==> config.mk <==
export PLATFORM = sky130hd
export DESIGN_NAME = mac_accumulator
export DESIGN_NICKNAME = d
export VERILOG_FILES = /design/src/rtl/mac_accumulator.sv
export SDC_FILE = /design/constraint.sdc
export NUM_CORES = 1
export LEC_CHECK = 0
export ABC_CLOCK_PERIOD_IN_PS = 2100
export CELL_PAD_IN_SITES_DETAIL_PLACEMENT = 1
export CELL_PAD_IN_SITES_GLOBAL_PLACEMENT = 2
export CORE_AREA = 2 2 61 120
export DETAILED_ROUTE_END_ITERATION = 12
export DIE_AREA = 0 0 63 122
export PLACE_DENSITY = 0.81
export SYNTH_ARGS = -nofsm -noshare
export SYNTH_HDL_FRONTEND = slang
export SYNTH_SLANG_ARGS = --single-unit
==> constraint.sdc <==
create_clock -name clk -period 2.1 [get_ports clk]
set_input_delay 0.315 -clock clk [delete_from_list [all_inputs] [get_ports clk]]
set_output_delay 0.315 -clock clk [all_outputs]
set_load 0.005 [all_outputs]
==> src/rtl/mac_accumulator.sv <==
// Multiply-accumulate of len 4x4 beats; out_valid 2 cycles after last accept; in_ready only in ACCUM, sum held until out_ready.
// MAC_ACC_SATURATE_EN clamps the accumulator at all ones on overflow; default build wraps.
module mac_accumulator #(
    parameter int ACC_W = 12,
    parameter int LEN_W = 4
) (
    input  logic             clk,
    input  logic             rst_n,
    input  logic             start,
    input  logic [LEN_W-1:0] len,
    input  logic             in_valid,
    output logic             in_ready,
    input  logic [3:0]       a,
    input  logic [3:0]       b,
    output logic [ACC_W-1:0] sum,
    output logic             out_valid,
    input  logic             out_ready,
    output logic             busy,
    output logic             ovf
);

    typedef enum logic [1:0] {S_IDLE, S_ACCUM, S_DRAIN, S_DONE} state_t;

    state_t             r_state;
    state_t             w_state_nxt;
    logic [LEN_W-1:0]   r_cnt;
    logic [7:0]         r_p_q;
    logic               r_p_v;
    logic [ACC_W-1:0]   r_acc;
    logic               r_ovf;

    logic               w_accept;
    logic               w_open;
    logic               w_last;
    logic [7:0]         w_prod;
    logic [ACC_W:0]     w_add;
    logic [ACC_W-1:0]   w_acc_nxt;

    assign w_prod   = {4'b0000, a} * {4'b0000, b};
    assign w_accept = in_valid && in_ready;
    assign w_open   = (r_state == S_IDLE) && start;
    assign w_last   = w_accept && (r_cnt == LEN_W'(1));

    // One extra bit on the adder exposes the carry that marks overflow.
    assign w_add = {1'b0, r_acc} + {{(ACC_W-7){1'b0}}, r_p_q};

`ifdef MAC_ACC_SATURATE_EN
    assign w_acc_nxt = w_add[ACC_W] ? {ACC_W{1'b1}} : w_add[ACC_W-1:0];
`else
    assign w_acc_nxt = w_add[ACC_W-1:0];
`endif

    always_ff @(posedge clk or negedge rst_n) begin
        if (!rst_n) begin
            r_state <= S_IDLE;
        end else begin
            r_state <= w_state_nxt;
        end
    end

    always_comb begin
        w_state_nxt = r_state;
        case (r_state)
            S_IDLE:  if (start) w_state_nxt = (len != '0) ? S_ACCUM : S_DONE;
            S_ACCUM: if (w_last) w_state_nxt = S_DRAIN;
            S_DRAIN: w_state_nxt = S_DONE;
            S_DONE:  if (out_ready) w_state_nxt = S_IDLE;
            default: w_state_nxt = S_IDLE;
        endcase
    end

    always_comb begin
        in_ready  = 1'b0;
        out_valid = 1'b0;
        busy      = 1'b1;
        case (r_state)
            S_IDLE:  busy      = 1'b0;
            S_ACCUM: in_ready  = 1'b1;
            S_DONE:  out_valid = 1'b1;
            default: busy      = 1'b1;
        endcase
    end

    always_ff @(posedge clk or negedge rst_n) begin
        if (!rst_n) begin
            r_p_q <= '0;
            r_p_v <= 1'b0;
        end else begin
            r_p_v <= w_accept;
            if (w_accept) r_p_q <= w_prod;
        end
    end

    always_ff @(posedge clk or negedge rst_n) begin
        if (!rst_n) begin
            r_cnt <= '0;
        end else if (w_open) begin
            r_cnt <= len;
        end else if (w_accept) begin
            r_cnt <= r_cnt - LEN_W'(1);
        end
    end

    always_ff @(posedge clk or negedge rst_n) begin
        if (!rst_n) begin
            r_acc <= '0;
            r_ovf <= 1'b0;
        end else if (w_open) begin
            r_acc <= '0;
            r_ovf <= 1'b0;
        end else if (r_p_v) begin
            r_acc <= w_acc_nxt;
            r_ovf <= r_ovf | w_add[ACC_W];
        end
    end

    assign sum = r_acc;
    assign ovf = r_ovf;

endmodule

==> metrics <==
run status complete, but fails checks; failing checks setup timing; switching power 0.00152 W; Detail Placement HPWL 4800 µm; RSZ-0062 raised after global routing true; Reg-to-Reg Start sum[1]; synthesized cell area 2240 µm²; Area Overhead vs Synth 35.7%; gr ovfl total 0; clock-pin transition on the worst setup and hold timing paths 0.08 ns; Final Non-Filler Cells 385; Logic pwr share 0.577; Static Leak 1.35 nW; top cells by area, synth dfrtp_1 31%, ha_1 15%, fa_1 4.5%; Buffers on Ports 32; # placed instances 379; top_reg_cell synth dfrtp_1; critical path's largest stage delay 0.53 ns; clk root buf clkbuf_16; number of flops mapped to enable cells by yosys 0; vias in the first global route 2205; Sequential Area 701 µm²; DR vias 2075; Flop pwr share 0.260; fin crit period 2.46 ns; final setup fails 5; worst-case clock buffer depth 2; die area 7690 µm²; clk_lat worst skew 0.27 ns; Ant. Diodes 0; multi-input logic area 1570 µm²; Ys Warns 0; Fin. Hold Viols 0; first-pass detailed-route iteration total 4; Avg Inst Size Synth 9.18 µm²; top-area cell type share of the netlist area 0.313; pwr dens 1200 nW/µm²; final core occ 0.445; initial antenna violation count 0; Tightest Pin Transition 0.579 ns; layout cells sized above 1 0.186; worst hold margin 0.429 ns; clock sink count 28; CP cell instances buf_8 > nand2_8 > fa_1 > inv_1 > fa_1 > buf_4 > fa_2 > a21o_1 > a21oi_2 > xnor2_1 > mux2_4; Worst Path Required 2.26 ns; Starting Density 0.328; internal power 0.00212 W; Slowest cell on crit path fa_1; CTS tree yes; CP Launch Point a[2]; WP buf/inv 3; flops & latches, synth 28; Iter 0 DRT Violations 76; first-pass GRT wire length 10400 µm; area of the core 6830 µm²; critical path type in -> reg; cell count after synthesis 244; Sw Ratio 0.418; final cycle utilization of the critical path 1.17; asr flop ratio synth 1.00; sequential area share after synthesis 0.313; Power Total 0.00365 W; Die Y 122 µm; max-slew violation count 0; commonest cells in the netlist 28 x dfrtp_1, 27 x ha_1, 22 x nand2_1, 18 x o21ai_0, 15 x inv_1; pin count of the biggest net entering global routing 29; GPL Wtd Cong 0.848; Die X-Extent 63 µm; Layout Skew 0.00731 ns; residual DRC count 0; Fmax 406 MHz; Max VDD drop 0.569 mV; Vias per Instance 5.39; Worst setup SP type input pin; max_cap viols 0; area leader, netlist dfrtp_1; synth unique cells 45; fill count 800; # rows 43; Hold WC Path Type in -> async; crit-path most repeated cell fa_1; Synth Net Count 293; Slew HR 0.614; Top delay family on crit path adder cells; GRT Util Overall 0.168; I/O pin count 33; H-tree levels 1; Setup WS post-layout -0.363 ns; setup TNS -0.952 ns; nets@finish 345; post-detailed-route count of antenna-violating nets 0; CP max FO 2; Num CTS Buffers 3; routed len/inst 16.2 µm; crit end category register; Worst Path Arrival 2.63 ns; count leader, synth dfrtp_1; clock share of power 0.163; FF-to-FF setup slack 0.14 ns; DRT Wirelength 6240 µm
-- cell families after synthesis --
group           synth area share
simple gates               0.216
mux                       0.0335
xor+xnor                  0.0274
compound gates             0.177
flops                      0.313
fa+ha+maj                  0.196
buf+inv                   0.0380
-- metal layers --
layer	part of all wire	wire [µm]	vias up	track usage
li1	-	-	1000	-
met1	0.41	2570	1034	0.200
met2	0.55	3440	34	0.312
met3	0.021	131	7	0.0175
met4	0.016	97	0	0.0514
met5	0	0	-	0
-- state kept, by name, summed over array words and instances (netlist names) --
register  count
r_cnt         4
r_p_q         8
sum          12
r_p_v         1
r_state       2
ovf           1
-- power groups by stage --
stage               clock network (W)  registers (W)  logic, W
floorplan                           0       0.000893   0.00129
global placement                    0       0.000945   0.00193
detailed placement                  0       0.000961   0.00202
CTS                          0.000602       0.000950   0.00208
global route                 0.000626       0.000982   0.00233
finish                       0.000594       0.000949   0.00210
-- repair_timing --
item                                    CTS  global route
endpoints found under the setup margin    6            10
setup buffers                             2             0
pin swaps                                 8             9
gates resized for setup                  42             8
hold buffers                              0             0
gates cloned                              0             0
-- worst reg2reg max path, cell delays in order, from the launching register on --
cell,delay (ns)
dfrtp_1,0.43
ha_1,0.33
a211o_1,0.35
a2111o_1,0.46
a211oi_2,0.22
nor3_2,0.06
-- final cells by class --
cell class,instances,area share
Timing Repair Buffer,53,0.161
Tap cell,90,0.0371
Clock buffer,3,0.0247
Clock inverter,1,0.00988
Multi-Input combinational cell,194,0.517
Inverter,16,0.0198
Sequential cell,28,0.231
-- cell usage in the layout (no fill, tap or decap), types with 3 or more instances in the layout --
cell / instances
dfrtp_1: 28
ha_1: 25
clkdlybuf4s50_1: 25
buf_4: 22
nand2_1: 19
o21ai_0: 16
inv_1: 15
nand3_1: 12
and2_1: 11
a21oi_1: 9
nor2_1: 8
nor3_1: 7
and3_1: 6
nor4_1: 5
nor4b_1: 5
a211oi_1: 5
a21o_1: 4
nand4_1: 4
xnor2_1: 4
o21a_1: 3
a21oi_2: 3
o2111ai_1: 3
mux2_2: 3
mux2i_1: 3
fa_1: 3
clkbuf_16: 3
-- worst paths after layout --
path / endpoint / depth (start not counted)
worst max-delay path: r_p_q[6] / 11
worst min-delay path: sum[9] / 2
worst max register to register: sum[7] / 5
worst min register to register: r_p_q[4] / 2
max in group asynchronous: sum[1] / 2
min in group clk: r_p_q[0] / 4
-- per-stage QoR --
step           area (µm²)  worst slack, ns
3_5_place_dp         2830            -1.24
4_1_cts              3000           -0.444
2_1_floorplan        2270           -0.412
3_3_place_gp         2830            -1.10
5_1_grt              3040           -0.430
6_report             3040           -0.363
No activity file was read; power rests on OpenSTA's default activity.
